===== src/rtl/cache_control_if.sv =====
// ============================================================================
// Module   : cache_control_if
// Brief    : Bundle of CPU, datapath and physical-memory signals around the
//            cache controller. Perf-counter signals exist with CACHE_PERF_CNT_EN.
// Revision : 1.0
// ============================================================================
`default_nettype none

interface cache_control_if
`ifdef CACHE_PERF_CNT_EN
    #(parameter int CNT_WIDTH = 16)
`endif
    ;
    logic        mem_read;
    logic        mem_write;
    logic [1:0]  mem_byte_enable;
    logic [2:0]  word_offset;
    logic        mem_resp;

    logic        hitA, hitB, lru_out;
    logic        valid_bit_A, valid_bit_B, dirty_bit_A, dirty_bit_B;

    logic        loadLRU;
    logic        loadValidBitArrayA, loadValidBitArrayB;
    logic        loadTagArrayA, loadTagArrayB;
    logic        loadDirtyBitArrayA, loadDirtyBitArrayB;
    logic        loadDataArrayA, loadDataArrayB;
    logic        valid_bit, dirty_bit, lru_bit;
    logic        array_sel, mem_address_sel, cache_in_sel;
    logic [15:0] sel_signal;

    logic        pmem_resp;
    logic        pmem_read, pmem_write;

`ifdef CACHE_PERF_CNT_EN
    logic                 perf_clear;
    logic [CNT_WIDTH-1:0] hit_count, miss_count;
`endif

    // master: the CPU / datapath / memory environment around the controller
    modport master (
        output mem_read, mem_write, mem_byte_enable, word_offset,
        output hitA, hitB, lru_out, valid_bit_A, valid_bit_B, dirty_bit_A, dirty_bit_B,
        output pmem_resp,
        input  mem_resp, loadLRU, loadValidBitArrayA, loadValidBitArrayB,
        input  loadTagArrayA, loadTagArrayB, loadDirtyBitArrayA, loadDirtyBitArrayB,
        input  loadDataArrayA, loadDataArrayB, valid_bit, dirty_bit, lru_bit,
        input  array_sel, mem_address_sel, cache_in_sel, sel_signal,
        input  pmem_read, pmem_write
`ifdef CACHE_PERF_CNT_EN
        , output perf_clear, input hit_count, miss_count
`endif
    );

    modport slave (
        input  mem_read, mem_write, mem_byte_enable, word_offset,
        input  hitA, hitB, lru_out, valid_bit_A, valid_bit_B, dirty_bit_A, dirty_bit_B,
        input  pmem_resp,
        output mem_resp, loadLRU, loadValidBitArrayA, loadValidBitArrayB,
        output loadTagArrayA, loadTagArrayB, loadDirtyBitArrayA, loadDirtyBitArrayB,
        output loadDataArrayA, loadDataArrayB, valid_bit, dirty_bit, lru_bit,
        output array_sel, mem_address_sel, cache_in_sel, sel_signal,
        output pmem_read, pmem_write
`ifdef CACHE_PERF_CNT_EN
        , input perf_clear, output hit_count, miss_count
`endif
    );
endinterface

`default_nettype wire


===== src/rtl/cache_control.sv =====
// ============================================================================
// Module   : cache_control
// Brief    : IDLE/WRITEBACK/ALLOCATE sequencer for the 2-way LC3b cache.
//            Optional hit/miss counters enabled by macro CACHE_PERF_CNT_EN.
// Revision : 1.0
// ============================================================================
`default_nettype none

module cache_control #(
    parameter int CNT_WIDTH = 16
) (
    input  wire logic       clk,
    input  wire logic       reset,
    cache_control_if.slave  bus
);
    typedef enum logic [1:0] {
        S_IDLE      = 2'd0,
        S_WRITEBACK = 2'd1,
        S_ALLOCATE  = 2'd2
    } state_t;

    if (CNT_WIDTH < 1) begin : g_bad_cnt_width
        $error("cache_control: CNT_WIDTH must be at least 1");
    end

    state_t      r_state;
    logic        r_victim;

    logic        w_req, w_hit, w_hit_way, w_hit_resp, w_miss, w_victim_dirty;
    logic [15:0] w_sel;

    assign w_req          = bus.mem_read | bus.mem_write;
    assign w_hit          = bus.hitA | bus.hitB;
    // A double hit is illegal; resolving it toward way A keeps the mux deterministic.
    assign w_hit_way      = bus.hitB & ~bus.hitA;
    assign w_hit_resp     = (r_state == S_IDLE) & w_req & w_hit;
    assign w_miss         = (r_state == S_IDLE) & w_req & ~w_hit;
    assign w_victim_dirty = bus.lru_out ? (bus.valid_bit_B & bus.dirty_bit_B)
                                        : (bus.valid_bit_A & bus.dirty_bit_A);
    assign w_sel          = 16'(bus.mem_byte_enable) << {bus.word_offset, 1'b0};

    always_ff @(posedge clk) begin
        if (reset) begin
            r_state  <= S_IDLE;
            r_victim <= 1'b0;
        end else begin
            case (r_state)
                S_IDLE: begin
                    if (w_miss) begin
                        r_victim <= bus.lru_out;
                        r_state  <= w_victim_dirty ? S_WRITEBACK : S_ALLOCATE;
                    end
                end
                S_WRITEBACK: if (bus.pmem_resp) r_state <= S_ALLOCATE;
                S_ALLOCATE:  if (bus.pmem_resp) r_state <= S_IDLE;
                default:     r_state <= S_IDLE;
            endcase
        end
    end

    always_comb begin
        bus.mem_resp           = 1'b0;
        bus.loadLRU            = 1'b0;
        bus.loadValidBitArrayA = 1'b0;
        bus.loadValidBitArrayB = 1'b0;
        bus.loadTagArrayA      = 1'b0;
        bus.loadTagArrayB      = 1'b0;
        bus.loadDirtyBitArrayA = 1'b0;
        bus.loadDirtyBitArrayB = 1'b0;
        bus.loadDataArrayA     = 1'b0;
        bus.loadDataArrayB     = 1'b0;
        bus.valid_bit          = 1'b0;
        bus.dirty_bit          = 1'b0;
        bus.lru_bit            = 1'b0;
        bus.array_sel          = 1'b0;
        bus.mem_address_sel    = 1'b0;
        bus.cache_in_sel       = 1'b0;
        bus.sel_signal         = 16'h0000;
        bus.pmem_read          = 1'b0;
        bus.pmem_write         = 1'b0;
        case (r_state)
            S_IDLE: begin
                if (w_hit_resp) begin
                    bus.mem_resp  = 1'b1;
                    bus.array_sel = w_hit_way;
                    bus.loadLRU   = 1'b1;
                    bus.lru_bit   = ~w_hit_way;
                    if (bus.mem_write) begin
                        bus.cache_in_sel       = 1'b1;
                        bus.dirty_bit          = 1'b1;
                        bus.sel_signal         = w_sel;
                        bus.loadDataArrayA     = ~w_hit_way;
                        bus.loadDataArrayB     = w_hit_way;
                        bus.loadDirtyBitArrayA = ~w_hit_way;
                        bus.loadDirtyBitArrayB = w_hit_way;
                    end
                end
            end
            S_WRITEBACK: begin
                bus.array_sel       = r_victim;
                bus.mem_address_sel = 1'b1;
                bus.pmem_write      = 1'b1;
            end
            S_ALLOCATE: begin
                bus.array_sel = r_victim;
                bus.pmem_read = 1'b1;
                if (bus.pmem_resp) begin
                    bus.valid_bit          = 1'b1;
                    bus.loadDataArrayA     = ~r_victim;
                    bus.loadDataArrayB     = r_victim;
                    bus.loadTagArrayA      = ~r_victim;
                    bus.loadTagArrayB      = r_victim;
                    bus.loadValidBitArrayA = ~r_victim;
                    bus.loadValidBitArrayB = r_victim;
                    bus.loadDirtyBitArrayA = ~r_victim;
                    bus.loadDirtyBitArrayB = r_victim;
                end
            end
            default: ;
        endcase
    end

`ifdef CACHE_PERF_CNT_EN
    logic                 r_after_fill;
    logic [CNT_WIDTH-1:0] r_hit_count, r_miss_count;

    // The response that completes a miss is not a hit and must not be counted.
    always_ff @(posedge clk) begin
        if (reset) begin
            r_after_fill <= 1'b0;
        end else begin
            r_after_fill <= (r_state == S_ALLOCATE) & bus.pmem_resp;
        end
    end

    always_ff @(posedge clk) begin
        if (reset || bus.perf_clear) begin
            r_hit_count  <= '0;
            r_miss_count <= '0;
        end else begin
            if (w_hit_resp && !r_after_fill && (r_hit_count != '1))
                r_hit_count <= r_hit_count + 1'b1;
            if (w_miss && (r_miss_count != '1))
                r_miss_count <= r_miss_count + 1'b1;
        end
    end

    assign bus.hit_count  = r_hit_count;
    assign bus.miss_count = r_miss_count;
`endif
endmodule

`default_nettype wire

===== src/flat_wrapper.sv =====
// flat-port wrapper written by rule: the top's interface ports become plain ports
module cache_control_flat 
#(
    parameter int CNT_WIDTH = 16
)
  (clk, reset, bus_mem_read, bus_mem_write, bus_mem_byte_enable, bus_word_offset, bus_hitA, bus_hitB, bus_lru_out, bus_valid_bit_A, bus_valid_bit_B, bus_dirty_bit_A, bus_dirty_bit_B, bus_pmem_resp, bus_mem_resp, bus_loadLRU, bus_loadValidBitArrayA, bus_loadValidBitArrayB, bus_loadTagArrayA, bus_loadTagArrayB, bus_loadDirtyBitArrayA, bus_loadDirtyBitArrayB, bus_loadDataArrayA, bus_loadDataArrayB, bus_valid_bit, bus_dirty_bit, bus_lru_bit, bus_array_sel, bus_mem_address_sel, bus_cache_in_sel, bus_sel_signal, bus_pmem_read, bus_pmem_write);
  cache_control_if bus_i ();
  input  wire logic clk;
  input  wire logic reset;
  input wire logic [$bits(bus_i.mem_read)-1:0] bus_mem_read;
  input wire logic [$bits(bus_i.mem_write)-1:0] bus_mem_write;
  input wire logic [$bits(bus_i.mem_byte_enable)-1:0] bus_mem_byte_enable;
  input wire logic [$bits(bus_i.word_offset)-1:0] bus_word_offset;
  input wire logic [$bits(bus_i.hitA)-1:0] bus_hitA;
  input wire logic [$bits(bus_i.hitB)-1:0] bus_hitB;
  input wire logic [$bits(bus_i.lru_out)-1:0] bus_lru_out;
  input wire logic [$bits(bus_i.valid_bit_A)-1:0] bus_valid_bit_A;
  input wire logic [$bits(bus_i.valid_bit_B)-1:0] bus_valid_bit_B;
  input wire logic [$bits(bus_i.dirty_bit_A)-1:0] bus_dirty_bit_A;
  input wire logic [$bits(bus_i.dirty_bit_B)-1:0] bus_dirty_bit_B;
  input wire logic [$bits(bus_i.pmem_resp)-1:0] bus_pmem_resp;
  output wire logic [$bits(bus_i.mem_resp)-1:0] bus_mem_resp;
  output wire logic [$bits(bus_i.loadLRU)-1:0] bus_loadLRU;
  output wire logic [$bits(bus_i.loadValidBitArrayA)-1:0] bus_loadValidBitArrayA;
  output wire logic [$bits(bus_i.loadValidBitArrayB)-1:0] bus_loadValidBitArrayB;
  output wire logic [$bits(bus_i.loadTagArrayA)-1:0] bus_loadTagArrayA;
  output wire logic [$bits(bus_i.loadTagArrayB)-1:0] bus_loadTagArrayB;
  output wire logic [$bits(bus_i.loadDirtyBitArrayA)-1:0] bus_loadDirtyBitArrayA;
  output wire logic [$bits(bus_i.loadDirtyBitArrayB)-1:0] bus_loadDirtyBitArrayB;
  output wire logic [$bits(bus_i.loadDataArrayA)-1:0] bus_loadDataArrayA;
  output wire logic [$bits(bus_i.loadDataArrayB)-1:0] bus_loadDataArrayB;
  output wire logic [$bits(bus_i.valid_bit)-1:0] bus_valid_bit;
  output wire logic [$bits(bus_i.dirty_bit)-1:0] bus_dirty_bit;
  output wire logic [$bits(bus_i.lru_bit)-1:0] bus_lru_bit;
  output wire logic [$bits(bus_i.array_sel)-1:0] bus_array_sel;
  output wire logic [$bits(bus_i.mem_address_sel)-1:0] bus_mem_address_sel;
  output wire logic [$bits(bus_i.cache_in_sel)-1:0] bus_cache_in_sel;
  output wire logic [$bits(bus_i.sel_signal)-1:0] bus_sel_signal;
  output wire logic [$bits(bus_i.pmem_read)-1:0] bus_pmem_read;
  output wire logic [$bits(bus_i.pmem_write)-1:0] bus_pmem_write;
  assign bus_i.mem_read = bus_mem_read;
  assign bus_i.mem_write = bus_mem_write;
  assign bus_i.mem_byte_enable = bus_mem_byte_enable;
  assign bus_i.word_offset = bus_word_offset;
  assign bus_i.hitA = bus_hitA;
  assign bus_i.hitB = bus_hitB;
  assign bus_i.lru_out = bus_lru_out;
  assign bus_i.valid_bit_A = bus_valid_bit_A;
  assign bus_i.valid_bit_B = bus_valid_bit_B;
  assign bus_i.dirty_bit_A = bus_dirty_bit_A;
  assign bus_i.dirty_bit_B = bus_dirty_bit_B;
  assign bus_i.pmem_resp = bus_pmem_resp;
  assign bus_mem_resp = bus_i.mem_resp;
  assign bus_loadLRU = bus_i.loadLRU;
  assign bus_loadValidBitArrayA = bus_i.loadValidBitArrayA;
  assign bus_loadValidBitArrayB = bus_i.loadValidBitArrayB;
  assign bus_loadTagArrayA = bus_i.loadTagArrayA;
  assign bus_loadTagArrayB = bus_i.loadTagArrayB;
  assign bus_loadDirtyBitArrayA = bus_i.loadDirtyBitArrayA;
  assign bus_loadDirtyBitArrayB = bus_i.loadDirtyBitArrayB;
  assign bus_loadDataArrayA = bus_i.loadDataArrayA;
  assign bus_loadDataArrayB = bus_i.loadDataArrayB;
  assign bus_valid_bit = bus_i.valid_bit;
  assign bus_dirty_bit = bus_i.dirty_bit;
  assign bus_lru_bit = bus_i.lru_bit;
  assign bus_array_sel = bus_i.array_sel;
  assign bus_mem_address_sel = bus_i.mem_address_sel;
  assign bus_cache_in_sel = bus_i.cache_in_sel;
  assign bus_sel_signal = bus_i.sel_signal;
  assign bus_pmem_read = bus_i.pmem_read;
  assign bus_pmem_write = bus_i.pmem_write;
  cache_control #(.CNT_WIDTH(CNT_WIDTH)) u_core (.clk(clk), .reset(reset), .bus(bus_i));
endmodule

===== config.mk =====
export PLATFORM = sky130hd
export DESIGN_NAME = cache_control_flat
export DESIGN_NICKNAME = d
export VERILOG_FILES = /design/src/rtl/cache_control_if.sv /design/src/rtl/cache_control.sv /design/src/flat_wrapper.sv
export SDC_FILE = /design/constraint.sdc
export NUM_CORES = 1
export LEC_CHECK = 0
export CAP_MARGIN = 30
export CORE_ASPECT_RATIO = 0.8
export CORE_UTILIZATION = 27
export DETAILED_ROUTE_END_ITERATION = 7
export PLACE_DENSITY = 0.83
export SETUP_SLACK_MARGIN = 0.3
export SYNTH_ARGS = -nofsm -noshare
export SYNTH_HDL_FRONTEND = slang
export SYNTH_SLANG_ARGS = --single-unit

===== constraint.sdc =====
create_clock -name clk -period 1.3 [get_ports clk]
set_input_delay 0.195 -clock clk [delete_from_list [all_inputs] [get_ports clk]]
set_output_delay 0.195 -clock clk [all_outputs]
set_load 0.02 [all_outputs]

=== Word-level counts from Yosys, hierarchy flattened ===
Cells that the tools add are included.

* Add/subtract/negate cells: 0
* Multipliers: 0
* Divide/modulo/power cells: 0
* Order comparisons: 0
* Equality and inequality tests: 5
* Shifts and indexed selects: 1
* Muxes and demuxes: 32
* Bitwise gates (word level): 12
* Reduce and logical (&&, ||, !) cells: 4

{| class="wikitable"
|+ Operator list
! operator !! count
|-
| 16-bit two-way mux || 3
|-
| 1-bit two-way mux || 21
|-
| 2-bit by 4-bit left shift with 16-bit output || 1
|-
| 2-bit two-way mux || 4
|-
| 1-bit bitwise AND || 6
|-
| 1-bit case mux with 2 select lines || 3
|-
| 2-bit case mux with 3 select lines || 1
|-
| 2-bit != test, second input constant || 2
|-
| 1-bit NOT || 4
|-
| 3-bit AND reduction || 1
|-
| 2-bit by 1-bit equality test with 1-bit output, second input constant || 1
|-
| 2-bit equality test, second input constant || 1
|-
| 2-bit zero test || 1
|-
| 2-bit by 1-bit != test with 1-bit output, second input constant || 1
|-
| 1-bit OR || 2
|-
| 2-bit AND reduction || 1
|-
| 2-bit OR reduction || 1
|}

* Register bits: 3
* Latch bits: 0
* Memory bits (writable): 0
* ROM bits: 0
* Output and inout bits: 34
* Logic and storage cells: 56
* Memories kept: 0

=== Depth between registers and ports, before layout ===
Gate-level depths: netlist of run 1.

* Depth in word-level cells: 6
* Mapped depth: 6

=== Worst setup path after synthesis of run 1 ===
OpenSTA, ideal clock, no wires.

* Path type: reg2out
* Start point: register u_core.r_state[0]
* End point: output bus_sel_signal[8]
* Arrival: 1564 ps
* Required time: 1105 ps
* Slack: -459 ps
* Stages on the path, launching flop included: 6
* Buffers on the path: 0
* Cell sequence: dfxtp_1 inv_1 ha_1 o211a_4 nand2_1 nor3_1

* Word-level cells in the longest chain between the ends: 5

{| class="wikitable"
|+ RTL lines
! what !! RTL line !! source
|-
| start: declaration || cache_control.sv:26 || <nowiki>state_t r_state;</nowiki>
|-
| start signal: assignment || cache_control.sv:51 || <nowiki>r_state <= w_victim_dirty ? S_WRITEBACK : S_ALLOCATE;</nowiki>
|-
| 2-bit zero test (*) || cache_control.sv:36, cache_control.sv:81 ||
|-
| 1-bit bitwise AND (2 in a row) || cache_control.sv:36 || <nowiki>assign w_hit_resp = (r_state == S_IDLE) & w_req & w_hit;</nowiki>
|-
| 16-bit two-way mux || cache_control.sv:83 || <nowiki>if (w_hit_resp) begin</nowiki>
|-
| 16-bit two-way mux (*) || cache_control.sv:81 || <nowiki>case (r_state)</nowiki>
|-
| end: declaration || flat_wrapper.sv:38 || <nowiki>output wire logic [$bits(bus_i.sel_signal)-1:0] bus_sel_signal;</nowiki>
|}

Every way passes the cells marked *; elsewhere a longest branch is shown, timed or not.

=== Worst setup path in the final report of run 1 ===
Same ends and word-level chain as after synthesis.

==> run metrics, run 1 <==
pwr dens roughly 900 nW/um^2; syn_nets between 100 and 150; routability congestion estimate just under 0.8; ys async rst share 0%; Die X just over 50 microns; Required @ worst endpoint roughly 1.1 ns; Seq cells post-synth 3; largest net degree at the start of global routing 6; proportion of synthesized chip area in sequential cells between 10% and 20%; Non-Filler Cell Area, Final about 1700 sq um; endpoints failing hold 0; first-pass GRT wire length about 4.8 mm; TNS Setup -12.28 ns; Row Count 14; MaxCap Viol Count 0; crit-path cells inv_4 > ha_4 > o211a_4 > nand2_1 > nor3_4 > buf_4; Slew Viols, Final 0; First DRT Iteration DRCs 24; share of layout cells above drive strength 1 77.6%; P&R area growth vs syn 217%; critical path endpoint category output port; worst skew pair latency 0.25 ns; Worst Hold Class input pin to flip-flop; wirelength, routed roughly 3.7 mm; Placement Cell Area around 1500 sq um; total track usage a little under a third; RSZ-0062 raised after global routing true; vias in the first global route ~940; grt total ovfl 0; Worst IR Drop VDD 0.920 mV; initial antenna violation count 0; # port buffers 50; simple-gate share of the synthesized area around 40%; hold slack final 0.606 ns; CTS Buffer Depth 2; Synth area leader nor2_1; syn_area_per_cell about 6.6 sq um; Tot Pwr about 1.6 mW; Synth Area in XOR/XNOR 0%; Inserted Diodes 0; DRC viols 0; leakage power 0.756 nW; post-synthesis mux area share around 1.9%; Setup WS pre-CTS -0.882 ns; Startpoint Class flip-flop; detailed-placement wirelength estimate 2.08 mm; Yosys Warn Count 0; Core ar. around 1900 sq um; CTS Hold Bufs 0; Die H 41.9 microns; Final Worst Setup Slack -0.433 ns; Yosys cell types 28; final antenna-violating net count 0; routed vias 973; Adder-Cell Fraction of Synth Area a little under a tenth; vias per inst about 5.1; clock period minus worst slack approximately 1.7 ns; Syn Std Cell Area about 540 sq um; Worst-path clk slew approximately 0.04 ns; clk_skew around 0.0034 ns; Worst Path Arrival ~1.5 ns; CTS Buf Count 3; failing checks setup timing; top_reg_cell synth dfxtp_1; clock sink count 3; Slowest-stage cell, CP dfxtp_2; Post-Synthesis Cells 81; Post-synth EDFFs 0; crit share post-route 133%; complex-gate fraction of the synthesized area between 20% and 30%; achievable frequency just under 0.6 GHz; post-synth top area share 12.6%; CP max FO 4; Initial Utilization roughly 29%; Clock Tree Root clkbuf_4; fin nets ~190; WS Path Type flip-flop to output port; CP max stage delay approximately 0.33 ns; Die Area between 2000 and 2500 sq um; WL/cell between 15 and 20 microns; synth cell count leaders 18 x nor2_1, 12 x nand2_1, 7 x buf_4; max_slew headroom 73.1%; detailed-router iteration count before antenna repair 4; CTS tree yes; H-tree depth 1; top-count cell post-synth nor2_1; # setup viols final 37; I/O Pins 51; status finished with violations; actual slew at the worst max-slew pin a little over 0.4 ns; largest family of logic cells by synthesized area simple AND/OR/NAND/NOR gates; Synth area leaders nor2_1 13%, dfxtp_1 11%, buf_4 9.8%, ha_1 9.3%, nand2_1 8.4%
==> cell usage in the layout (no fill, tap or decap), types with 2 or more instances in the layout <==
master	netlist	layout
buf_6	0	39
dlygate4sd2_1	0	3
a311oi_1	2	2
clkdlybuf4s50_1	0	13
clkbuf_4	0	3
nor2_1	18	2
nand2_2	0	3
ha_4	0	3
buf_4	7	33
inv_4	0	2
nand2_1	12	4
nand2_4	0	4
nor3_4	0	5
nor2_2	1	4
inv_1	5	2
a21oi_1	2	2
nand2b_2	0	2
nor2_4	0	13
==> worst max-delay path: cells and delay by family, from the launching register on <==
| family | cells | cell delay, ns |
|---|---|---|
| AND/OR/NAND/NOR | 2 | 0.35 |
| adder cells (fa/ha/maj) | 1 | 0.18 |
| flip-flops | 1 | 0.33 |
| buffers and inverters | 2 | 0.24 |
| AO/OA/AOI/OAI | 1 | 0.18 |
==> area by class of cell <==
cell class | instances | area (sq um)
repair buffers | 88 | 843
clock buffers | 4 | 26.3
multi-input cells | 65 | 719
well taps | 24 | 30.0
fillers | 68 | 166
flip-flops and latches | 3 | 65.1
inverters | 5 | 23.8
==> path summary, 6_finish.rpt <==
path / from / to / slack (ns) / depth (start not counted)
setup / recovery: u_core.r_state[0]$_SDFFE_PP0P_ / bus_sel_signal[8] / -0.43 / 6
hold reg to reg: u_core.r_state[1]$_SDFFE_PP0P_ / u_core.r_state[1]$_SDFFE_PP0P_ / 0.71 / 3
hold / removal: reset / u_core.r_victim$_SDFFE_PP0P_ / 0.61 / 2
setup reg to reg: u_core.r_state[1]$_SDFFE_PP0P_ / u_core.r_state[1]$_SDFFE_PP0P_ / -0.40 / 9
==> power by group <==
group / switching [mW] / internal, mW
Clock: 0.0660 / 0.116
Combinational: 0.621 / 0.620
Sequential: 0.0155 / 0.112
==> timing repair <==
item	4_1_cts	5_1_grt
gates resized for setup	222	8
pin swaps	16	9
setup endpoints to repair	37	37
buffers inserted	4	7
==> sequential cells by signal (all words and copies together) (netlist names) <==
register / cells
u_core.r_state: 2
u_core.r_victim: 1
==> cells by family (layout without fill, tap and decap cells) <==
family	after synthesis	count (layout)
buffers and inverters	13	97
DFF	3	3
muxes	1	1
adders and majority gates	4	4
AOI/OAI and AO/OA	14	14
and+or+nand+nor	46	46
==> through the flow <==
step	instances	util (%)
after global routing	189	91.1
after floorplan	81	-
after CTS	182	86.6
after global placement	174	77.4
after detailed placement	174	77.4
final	189	91.1
==> per-layer routing <==
layer / global-route usage (%) / up-vias / wire (microns)
met5: 0 / - / 0
met4: 11.4 / 0 / 146
met3: 2.93 / 14 / 201
met2: 51.5 / 51 / 1920
met1: 39.3 / 470 / 1480
li1: - / 438 / -
Power figures use the tool's default switching activity.
==> inputs of run 2 (changes only) <==
Settings changed: GPL_ROUTABILITY_DRIVEN set to 0.
==> results of run 2 <==
No change in the layout: final DEF, timing and power equal those of run 1.
